### src/rtl/repetition_pkg.sv
// Shared definitions for the repetition-code transmit and receive stages.
// Holds the FSM encoding and the width and threshold helpers.
package repetition_pkg;

    typedef enum logic {
        IDLE    = 1'b0,
        COLLECT = 1'b1
    } state_t;

    function automatic int clog2(input int v);
        int r;
        r = 0;
        while ((1 << r) < v) r = r + 1;
        return r;
    endfunction

    // Smallest ones count that wins the vote; a tie on even n decodes to 0.
    function automatic int maj_threshold(input int n);
        return n / 2 + 1;
    endfunction

endpackage

### src/rtl/majority_group.sv
// Counts the copies of one repeated bit and votes on the current sample.
// The vote, disagree and tie outputs are meaningful only with group_done.
module majority_group
    import repetition_pkg::*;
#(
    parameter int N_REPT = 3
) (
    input  logic i_clock,
    input  logic i_reset,
    input  logic take,
    input  logic restart,
    input  logic bit_in,
    output logic group_done,
    output logic vote,
    output logic disagree,
    output logic tie
);

    localparam int CW = clog2(N_REPT + 1);

    logic [CW-1:0] rep_cnt;
    logic [CW-1:0] ones_cnt;
    logic [CW-1:0] cur_rep;
    logic [CW-1:0] ones_total;
    logic [CW:0]   twice;

    // A sync sample is always copy 0, whatever was counted before it.
    always_comb begin
        cur_rep    = (restart ? '0 : rep_cnt) + CW'(1);
        ones_total = (restart ? '0 : ones_cnt) + CW'(bit_in);
        twice      = {ones_total, 1'b0};
        group_done = take && (cur_rep == CW'(N_REPT));
        vote       = ones_total >= CW'(maj_threshold(N_REPT));
        disagree   = (ones_total != '0) && (ones_total != CW'(N_REPT));
        tie        = twice == (CW + 1)'(N_REPT);
    end

    always_ff @(posedge i_clock or posedge i_reset) begin
        if (i_reset) begin
            rep_cnt  <= '0;
            ones_cnt <= '0;
        end else if (take) begin
            if (group_done) begin
                rep_cnt  <= '0;
                ones_cnt <= '0;
            end else begin
                rep_cnt  <= cur_rep;
                ones_cnt <= ones_total;
            end
        end
    end

endmodule

### src/rtl/repetition_decoder.sv
// Majority-vote decoder for a serial MSB-first repetition-coded stream.
// Rebuilds each word and flags corrected groups, ties and aborted frames.
module repetition_decoder
    import repetition_pkg::*;
#(
    parameter int N_REPT    = 3,
    parameter int N_BITS_IN = 8
) (
    input  logic                 i_clock,
    input  logic                 i_reset,
    input  logic                 i_valid,
    input  logic                 i_bit,
    input  logic                 i_sync,
    output logic [N_BITS_IN-1:0] o_bits,
    output logic                 o_valid,
    output logic                 o_corrected,
    output logic                 o_tie,
    output logic                 o_abort
);

    localparam int BW = clog2(N_BITS_IN + 1);

    state_t               state, state_nxt;
    logic [BW-1:0]        bit_cnt, bit_nxt;
    logic [N_BITS_IN-1:0] word, word_nxt;
    logic                 corr_f, corr_nxt;
    logic                 tie_f, tie_nxt;
    logic                 take, restart, deliver;
    logic                 group_done, vote, disagree, tie;

    assign restart = i_valid && i_sync;
    assign take    = i_valid && (i_sync || state == COLLECT);

    majority_group #(.N_REPT(N_REPT)) u_group (
        .i_clock    (i_clock),
        .i_reset    (i_reset),
        .take       (take),
        .restart    (restart),
        .bit_in     (i_bit),
        .group_done (group_done),
        .vote       (vote),
        .disagree   (disagree),
        .tie        (tie)
    );

    always_comb begin
        state_nxt = state;
        bit_nxt   = bit_cnt;
        word_nxt  = word;
        corr_nxt  = corr_f;
        tie_nxt   = tie_f;
        deliver   = 1'b0;
        if (take) begin
            state_nxt = COLLECT;
            // Resync discards everything gathered for the old frame.
            if (restart) begin
                bit_nxt  = '0;
                word_nxt = '0;
                corr_nxt = 1'b0;
                tie_nxt  = 1'b0;
            end
            if (group_done) begin
                word_nxt = (word_nxt << 1) | N_BITS_IN'(vote);
                corr_nxt = corr_nxt | disagree;
                tie_nxt  = tie_nxt | tie;
                bit_nxt  = bit_nxt + BW'(1);
                if (bit_nxt == BW'(N_BITS_IN)) begin
                    deliver   = 1'b1;
                    bit_nxt   = '0;
                    state_nxt = IDLE;
                end
            end
        end
    end

    always_ff @(posedge i_clock or posedge i_reset) begin
        if (i_reset) begin
            state       <= IDLE;
            bit_cnt     <= '0;
            word        <= '0;
            corr_f      <= 1'b0;
            tie_f       <= 1'b0;
            o_bits      <= '0;
            o_valid     <= 1'b0;
            o_corrected <= 1'b0;
            o_tie       <= 1'b0;
            o_abort     <= 1'b0;
        end else begin
            state   <= state_nxt;
            bit_cnt <= bit_nxt;
            word    <= word_nxt;
            corr_f  <= corr_nxt;
            tie_f   <= tie_nxt;
            o_valid <= deliver;
            o_abort <= restart && (state == COLLECT);
            if (deliver) begin
                o_bits      <= word_nxt;
                o_corrected <= corr_nxt;
                o_tie       <= tie_nxt;
            end
        end
    end

endmodule

### config.mk
export PLATFORM = sky130hd
export DESIGN_NAME = repetition_decoder
export DESIGN_NICKNAME = d
export VERILOG_FILES = /design/src/rtl/repetition_pkg.sv /design/src/rtl/majority_group.sv /design/src/rtl/repetition_decoder.sv
export SDC_FILE = /design/constraint.sdc
export NUM_CORES = 1
export LEC_CHECK = 0
export CAP_MARGIN = 10
export CORE_ASPECT_RATIO = 1.25
export CORE_MARGIN = 4
export CORE_UTILIZATION = 40
export DETAILED_ROUTE_END_ITERATION = 6
export PLACE_DENSITY = 0.6
export SYNTH_ARGS = -nofsm -noshare
export SYNTH_HDL_FRONTEND = slang
export SYNTH_SLANG_ARGS = --single-unit
### constraint.sdc
create_clock -name i_clock -period 2.8 [get_ports i_clock]
set_input_delay 0.28 -clock i_clock [delete_from_list [all_inputs] [get_ports i_clock]]
set_output_delay 0.28 -clock i_clock [all_outputs]
set_load 0.03 [all_outputs]
==> results of run 1 <==
==> worst max-delay path, stage by stage <==
cell and delay [ns]:
clkdlybuf4s50_1 0.42, nand2_1 0.22, and2_1 0.17, ha_1 0.18, and4b_1 0.24, and3_4 0.21
o21ai_4 0.06, inv_4 0.17, mux2_2 0.36
==> placed cells by master, fill, tap and decap left out, drive strengths merged, types with 2 or more instances in the layout <==
| cell type | Yosys | layout |
|---|---|---|
| dfrtp | 31 | 31 |
| clkdlybuf4s50 | 0 | 16 |
| nand2 | 10 | 10 |
| mux2 | 10 | 10 |
| a22o | 7 | 7 |
| and2 | 6 | 6 |
| buf | 4 | 6 |
| clkbuf | 1 | 5 |
| inv | 5 | 5 |
| o21ai | 5 | 5 |
| nor2 | 4 | 4 |
| ha | 3 | 3 |
| clkinv | 0 | 3 |
| a21o | 2 | 2 |
| o21a | 2 | 2 |
| nor3 | 2 | 2 |
| xnor2 | 2 | 2 |
| a32o | 2 | 2 |
| nand2b | 2 | 2 |
| and3 | 2 | 2 |
==> synthesized netlist by cell type <==
master,count,area (µm²)
nand2_1,10,37.5
o32ai_1,1,8.76
inv_4,1,6.26
xnor2_1,2,17.5
a32o_1,2,20.0
o21a_1,2,15.0
o221a_2,1,11.3
a21bo_2,1,10.0
nor2_1,4,15.0
and3_4,1,11.3
and2_1,6,37.5
mux2_2,1,11.3
o31ai_1,1,7.51
a21oi_1,1,5.00
a21boi_0,1,7.51
buf_12,1,20.0
xnor3_1,1,22.5
ha_1,3,37.5
nor3_1,2,10.0
inv_1,4,15.0
o21ai_0,4,20.0
a32oi_1,1,8.76
clkbuf_1,1,3.75
and3_1,1,6.26
buf_6,3,33.8
a22oi_1,1,7.51
and4b_1,1,10.0
o22ai_1,1,6.26
o21ai_4,1,16.3
a21o_1,2,15.0
mux2_4,9,135
nand2b_1,2,12.5
dfrtp_1,31,776
nand3_1,1,5.00
a22o_1,7,61.3
==> path summary, 6_finish.rpt <==
check / from / cells after the start / end
max: i_valid / 9 / o_bits[2]
min: i_reset / 3 / o_bits[6]
max reg2reg: u_group.rep_cnt[1] / 7 / o_bits[2]
min reg2reg: u_group.ones_cnt[0] / 2 / u_group.ones_cnt[0]
max in group asynchronous: i_reset / 3 / o_corrected
min in group i_clock: u_group.ones_cnt[0] / 2 / u_group.ones_cnt[0]
==> power by group through the flow <==
stage	clock, mW	combinational, mW	sequential [mW]
detailed placement	0	0.216	0.524
CTS	0.348	0.218	0.516
floorplan	0	0.173	0.517
finish	0.334	0.216	0.517
global route	0.368	0.242	0.520
global placement	0	0.214	0.523
==> per-stage QoR <==
| stage | cells | hold WS, ns | worst slack (ns) | util [%] |
|---|---|---|---|---|
| after floorplan | 112 | 0.384 | 0.664 | - |
| after global placement | 168 | 0.466 | 0.402 | 47.1 |
| after detailed placement | 168 | 0.477 | 0.362 | 47.1 |
| after CTS | 176 | 0.381 | 0.644 | 49.5 |
| after global routing | 176 | 0.442 | 0.557 | 49.5 |
| final | 176 | 0.369 | 0.659 | 49.5 |
==> registers in the layout, indices dropped and copies added, names as in the netlist, 2 cells and up <==
register and cells:
o_bits 8, word 8, bit_cnt 4, u_group.ones_cnt 2, u_group.rep_cnt 2
==> cells by family (layout without fill, tap and decap cells) <==
kind of cell | after synthesis | in the layout | share of synthesized area, %
flip-flops | 31 | 31 | 53.7
AND/OR/NAND/NOR | 28 | 28 | 10.1
AO/OA/AOI/OAI | 27 | 27 | 15.3
multiplexers | 10 | 10 | 10.1
buffers and inverters | 10 | 35 | 5.46
adder cells (fa/ha/maj) | 3 | 3 | 2.60
XOR/XNOR | 3 | 3 | 2.77
==> metal layers <==
layer	global-route usage, %	vias up	part of all wire (%)
li1	-	443	-
met1	18.6	448	48
met2	18.3	19	46
met3	4.63	6	4.0
met4	8.49	0	2.8
met5	0	-	0
==> cell type report <==
| class | instances | area, µm² | share of cell area (%) |
|---|---|---|---|
| Clock inverter | 3 | 15.0 | 0.871 |
| Inverter | 5 | 21.3 | 1.23 |
| Multi-Input combinational cell | 71 | 589 | 34.2 |
| Sequential cell | 31 | 776 | 45.0 |
| Timing Repair Buffer | 22 | 205 | 11.9 |
| Clock buffer | 5 | 68.8 | 3.99 |
| Tap cell | 39 | 48.8 | 2.83 |
==> results_dict.tcl, run 1 <==
set metrics [dict create \
    period_needed_ns 2.14 \
    max_freq_ghz 0.467 \
    relSlewSlack_pct 68.3 \
    startpoint_type "primary input" \
    switching_share_pct 27.7 \
    layout-drive-gt1-share_pct 21.2 \
    drv_cap 0 \
    syn2layout_area_growth_pct 19.4 \
    endpoint_kind "register" \
    worstPathArrival_ns 2.31 \
    clkPwrFrac_pct 31.3 \
    power.total_mw 1.07 \
    cts_sinks 31 \
    setup_viol 0 \
    gp_congestion 0.742 \
    vias_per_cell 5.20 \
    p_sw_uw 295 \
    pwr-share-seq_pct 48.4 \
    place_area_um2 1640 \
    track_usage_pct 13.6 \
    cts-root-buf "clkbuf_8" \
    row_count 24 \
    clk_latency_ns 0.29 \
    dr.pass1.iters 4 \
    detail-route-antenna-nets 0 \
    period_share_pct 76.5 \
    grt_pass1_wl_um 4420 \
    cts_buffers 5 \
    setup_tns_ns 0 \
    postCtsSetupBuffers 0 \
    leakage_nw 0.816 \
    h-tree-depth 2 \
    power_density_nw_per_um2 619 \
    finish.instance_area_um2 1720 \
    holdBufCountCts 0 \
    drt-total-wl_um 2590 \
    gr-total-overflow 0 \
    worstMarginPinSlew_ns 0.474 \
    drt_iter0_markers 55 \
    synth_cells 112 \
    slew_violations 0 \
    ys_warn_count 0 \
    status "finished clean" \
    clk_pin_slew_worst_paths_ns 0.06 \
    die_h_um 75.2 \
    clockBufferDepth 2 \
    post-dp-hpwl_um 1770 \
    p_int_uw 772 \
    hold_class "in2async" \
    ios 17 \
    worstSetupPathType "in2reg" \
    die-area_um2 4640 \
    critPathRequiredTime_ns 2.97 \
    ctsResizeCount 0 \
    hold_violations 0 \
    ff2ff_setup_slack_ns 1.00 \
    io_buffers 16 \
    p_comb_share_pct 20.2 \
    start_util_pct 41.5 \
    syn_area_per_cell_um2 12.9 \
    fin_skew_ns 0.00615 \
    core_um2 3480 \
    yosysSeqAreaShare_pct 53.7 \
    ir_drop_mv 0.439 \
    post_drt_wl_per_cell_um 14.7 \
    fillers 312 \
    fin_nets 144 \
    syn-num-nets 120 \
    rsz0062_at_grt "no" \
    cts_tree "built" \
    drc_errors 0 \
    die_w_um 61.7 \
    grt_max_degree 32 \
    ys_seq_elements 31 \
    crit_fanout 11 \
    antenna_found_initial 0 \
    grt_pass1_vias 948 \
    synthesis.area_um2 1440 \
    vias 916 \
    n_antenna_cell 0 \
    synth_cell_types 35 \
]
Note: power is estimated with default switching activity, not from simulation.
==> run 2, diff against run 1 <==
- clock period: 2.8 -> 2.1 ns (I/O delays scaled with it)
==> run 2 against run 1 <==
Compared with the run above: via count is 0.11% lower; die area stayed put; hold slack lost 0.067 ns; global-route usage about the same; first-iteration DRC count down 40%; clock power increased by 52%; core utilization up 1.1 points; sequential power increased by 33%; worst setup slack worse by 0.47 ns; clock-buffer cell count is 3 higher; non-clock buffer count grew 3; largest power group unchanged.
==> results_dict.tcl, run 2 (same netlist as run 1, synthesis figures left out) <==
set metrics [dict create \
    status "finished clean" \
    gp_congestion 0.737 \
    endpoint_kind "register" \
    worstMarginPinSlew_ns 0.429 \
    fin_nets 147 \
    grt_max_degree 32 \
    n_antenna_cell 0 \
    worstPathArrival_ns 2.07 \
    h-tree-depth 2 \
    detail-route-antenna-nets 0 \
    startpoint_type "primary input" \
    worstSetupPathType "in2reg" \
    ir_drop_mv 0.483 \
    die-area_um2 4640 \
    holdBufCountCts 0 \
    max_freq_ghz 0.524 \
    clockBufferDepth 2 \
    final_cell_mix "dfrtp_1 (31), clkdlybuf4s50_1 (16), nand2_1 (10)" \
    post_drt_wl_per_cell_um 14.4 \
    io_buffers 16 \
    grt_pass1_vias 1043 \
    hold_violations 0 \
    multi_input_area_um2 589 \
    slowest_delay_ns 0.42 \
    grt_pass1_wl_um 4560 \
    relSlewSlack_pct 71.3 \
    timing.hold.ws_ns 0.303 \
    use_met1_pct 16.8 \
    ctsResizeCount 0 \
    die_w_um 61.7 \
    period_share_pct 90.9 \
    grt_busiest_layer "met2" \
    setup_tns_ns 0 \
    layout-drive-gt1-share_pct 22.1 \
    cts_buffers 5 \
    globalRouteMet3Util_pct 4.12 \
    power.total_mw 1.49 \
    start_util_pct 41.5 \
    slew_violations 0 \
    track_usage_pct 13.6 \
    rsz0062_at_grt "no" \
    core_um2 3480 \
    setup_viol 0 \
    drt_iter0_markers 33 \
    drt-total-wl_um 2580 \
    row_count 24 \
    syn2layout_area_growth_pct 22.1 \
    post-dp-hpwl_um 1790 \
    die_h_um 75.2 \
    fillers 308 \
    antenna_found_initial 0 \
    drv_cap 0 \
    clk_latency_ns 0.28 \
    layout_commonest_cell "dfrtp_1" \
    cts_tree "built" \
    drc_errors 0 \
    hold_class "in2async" \
    leakage_nw 0.834 \
    regArea_um2 776 \
    grt_util_met2_pct 20.1 \
    critPathRequiredTime_ns 2.26 \
    cts_sinks 31 \
    ios 17 \
    gr-total-overflow 0 \
    dr.pass1.iters 4 \
    vias_per_cell 5.11 \
    cts-root-buf "clkbuf_8" \
    slowest_stage "clkdlybuf4s50_1" \
    top_regs "o_bits: 8 flops, word: 8 flops, bit_cnt: 4 flops" \
    power_density_nw_per_um2 843 \
    clk_pin_slew_worst_paths_ns 0.07 \
    crit_path_cell_trace "clkdlybuf4s50_1, nand2_1, and2_1, ha_1, and4b_1, and3_4, o21ai_4, inv_4, mux2_2" \
    fin_skew_ns 0.00732 \
    period_needed_ns 1.91 \
    vias 915 \
    crit_fanout 11 \
    postCtsSetupBuffers 0 \
]
-- run 2: cell type report --
cell class | instances | area share, %
multi-input cells | 71 | 33.4
well taps | 39 | 2.77
clock buffers | 8 | 5.68
repair buffers | 25 | 12.9
inverters | 5 | 1.21
flip-flops and latches | 31 | 44.0
-- run 2: through the flow --
stage | std cells | instance area [µm²] | utilization (%) | worst slack [ns]
3_5_place_dp | 171 | 1660 | 47.7 | -0.104
4_1_cts | 179 | 1760 | 50.6 | 0.174
5_1_grt | 179 | 1760 | 50.6 | 0.0643
3_3_place_gp | 171 | 1660 | 47.7 | -0.0906
6_report | 179 | 1760 | 50.6 | 0.192
2_1_floorplan | 112 | 1440 | - | 0.0339
-- run 2: power by group --
group	leakage, nW	total, mW	switching [mW]	internal (mW)
Combinational	0.363	0.288	0.140	0.148
Sequential	0.419	0.690	0.0364	0.653
Clock	0.0515	0.509	0.210	0.299
Total	0.834	1.49	0.386	1.10
-- run 2: path summary, 6_finish.rpt --
path                       slack (ns)  depth (start not counted)           startpoint             endpoint
setup / recovery                 0.19                          9              i_valid            o_bits[2]
min in group i_clock             0.49                          2  u_group.ones_cnt[0]  u_group.ones_cnt[0]
max in group asynchronous        1.51                          3              i_reset              word[1]
hold / removal                   0.30                          3              i_reset  u_group.ones_cnt[0]
setup reg to reg                 0.33                          7   u_group.rep_cnt[1]            o_bits[2]
hold reg to reg                  0.49                          2  u_group.ones_cnt[0]  u_group.ones_cnt[0]
-- run 2: layer usage --
layer | up-vias | part of all wire (%)
li1 | 453 | -
met1 | 433 | 46
met2 | 22 | 48
met3 | 7 | 3.9
met4 | 0 | 2.6
met5 | - | 0
-- run 2: critical path: cells and delay by family --
| kind | cells | cell delay, ns |
|---|---|---|
| simple gates | 4 | 0.70 |
| buf+inv | 2 | 0.59 |
| mux | 1 | 0.35 |
| fa+ha+maj | 1 | 0.15 |
| compound gates | 1 | 0.07 |
==> run 3, diff against run 2 <==
- ABC_AREA: unset -> 0
- CORE_MARGIN: 4 -> unset
- CORE_UTILIZATION: 40 -> 45
- PLACE_DENSITY: 0.6 -> 0.66
==> run 3 against run 2 <==
Compared with the run above: via count is 4.9% higher; flip-flop and latch count stayed put; final cell count is 0.56% higher; register-to-register slack worse by 0.03 ns.
==> results_dict.tcl, run 3 (same netlist as run 1, synthesis figures left out) <==
set metrics [dict create \
    status "finished clean" \
    clockBufferDepth 2 \
    drv_cap 0 \
    h-tree-depth 2 \
    ir_drop_mv 0.508 \
    post-dp-hpwl_um 1860 \
    cts-root-buf "clkbuf_4" \
    layout-drive-gt1-share_pct 25.0 \
    crit_fanout 11 \
    hold_violations 0 \
    worstPathArrival_ns 2.08 \
    finalNonFillerCells 180 \
    grt_pass1_wl_um 4670 \
    clk_latency_ns 0.33 \
    critPathRequiredTime_ns 2.32 \
    drc_errors 0 \
    cts_sinks 31 \
    r2r_cells 7 \
    clk_pin_slew_worst_paths_ns 0.09 \
    layout_commonest_cell "dfrtp_1" \
    top_regs "o_bits: 8 flops, word: 8 flops, bit_cnt: 4 flops" \
    n_antenna_cell 0 \
    drt_iter0_markers 21 \
    max_freq_ghz 0.537 \
    finish.instance_area_um2 1780 \
    leakage_nw 0.851 \
    worstSetupPathType "in2reg" \
    track_usage_pct 19.4 \
    pwr-share-seq_pct 46.0 \
    setup_tns_ns 0 \
    grt_pass1_vias 1006 \
    core_um2 3000 \
    detail-route-antenna-nets 0 \
    vias_per_cell 5.33 \
    place_inst 172 \
    p_int_mw 1.10 \
    setup_viol 0 \
    die_w_um 52.7 \
    final_cell_mix "dfrtp_1 (31), clkdlybuf4s50_1 (16), buf_4 (13)" \
    power_density_nw_per_um2 838 \
    dr.pass1.iters 4 \
    start_util_pct 48.1 \
    ctsResizeCount 0 \
    p_comb_share_pct 21.4 \
    ios 17 \
    post_drt_wl_per_cell_um 14.7 \
    p_sw_uw 387 \
    vias 960 \
    wl_met2_um 1310 \
    die-area_um2 3440 \
    startpoint_type "primary input" \
    wl_met3_um 106 \
    period_needed_ns 1.86 \
    highest_layer "met4" \
    cts_tree "built" \
    slew_violations 0 \
    grt_max_degree 32 \
    rsz0062_at_grt "no" \
    cts_buffers 5 \
    place_area_um2 1690 \
    holdBufCountCts 0 \
    endpoint_kind "register" \
    clkPwrFrac_pct 32.6 \
    relSlewSlack_pct 70.7 \
    switching_share_pct 26.0 \
    fin_nets 151 \
    period_share_pct 88.7 \
    fin_skew_ns 0.00439 \
    io_buffers 16 \
    row_count 22 \
    gp_congestion 0.734 \
    gr-total-overflow 0 \
    hold_class "in2async" \
    postCtsSetupBuffers 0 \
    syn2layout_area_growth_pct 23.0 \
    worstMarginPinSlew_ns 0.435 \
    die_h_um 65.3 \
    wl_met1_um 1180 \
    drt-total-wl_um 2640 \
    antenna_found_initial 0 \
    fin_util_pct 59.2 \
]
run 3: changes by cell type in the layout (fill, tap and decap cells not counted):
cell,delta
clkbuf_1,-1
buf_4,+4
clkbuf_8,-6
clkinv_2,+1
clkbuf_4,+5
bufinv_16,+1
run 3: routing by layer:
metal | up-vias | global-route usage [%]
li1 | 461 | -
met1 | 473 | 24.6
met2 | 22 | 29.6
met3 | 4 | 7.64
met4 | 0 | 6.91
met5 | - | 0
run 3: power groups by stage:
stage / logic [mW] / registers [mW] / clock network (mW)
after floorplan: 0.231 / 0.689 / 0
after global placement: 0.305 / 0.693 / 0
after detailed placement: 0.318 / 0.697 / 0
after CTS: 0.322 / 0.684 / 0.496
after global routing: 0.358 / 0.691 / 0.530
final: 0.319 / 0.684 / 0.485
run 3: worst paths after layout:
check | slack, ns | endpoint | from
max | 0.24 | o_bits[2] | i_valid
min | 0.25 | o_valid | i_reset
max reg2reg | 0.30 | o_bits[2] | u_group.rep_cnt[1]
min reg2reg | 0.48 | u_group.ones_cnt[0] | u_group.ones_cnt[0]
max in group asynchronous | 1.57 | word[4] | i_reset
min in group i_clock | 0.48 | u_group.ones_cnt[0] | u_group.ones_cnt[0]
run 3: through the flow:
| stage | worst slack, ns | total power [mW] | hold slack (ns) |
|---|---|---|---|
| 2_1_floorplan | 0.0339 | 0.921 | 0.314 |
| 3_3_place_gp | -0.0547 | 0.998 | 0.454 |
| 3_5_place_dp | -0.117 | 1.01 | 0.464 |
| 4_1_cts | 0.235 | 1.50 | 0.261 |
| 5_1_grt | 0.0935 | 1.58 | 0.296 |
| 6_report | 0.238 | 1.49 | 0.252 |
run 3: critical path, cell delays in order:
cell and delay (ns):
clkdlybuf4s50_1 0.42, nand2_1 0.10, and2_1 0.14, ha_1 0.18, and4b_1 0.22, and3_4 0.21, o21ai_4 0.07, inv_4 0.17
mux2_2 0.36
run 3: final cells by class:
cell class / count / area (µm²)
timing repair buffer: 29 / 258
fill: 261 / 1220
inverter: 5 / 21.3
sequential: 31 / 776
multi-input combinational: 71 / 589
clock inverter: 2 / 35.0
clock buffer: 6 / 51.3
tap: 36 / 45.0
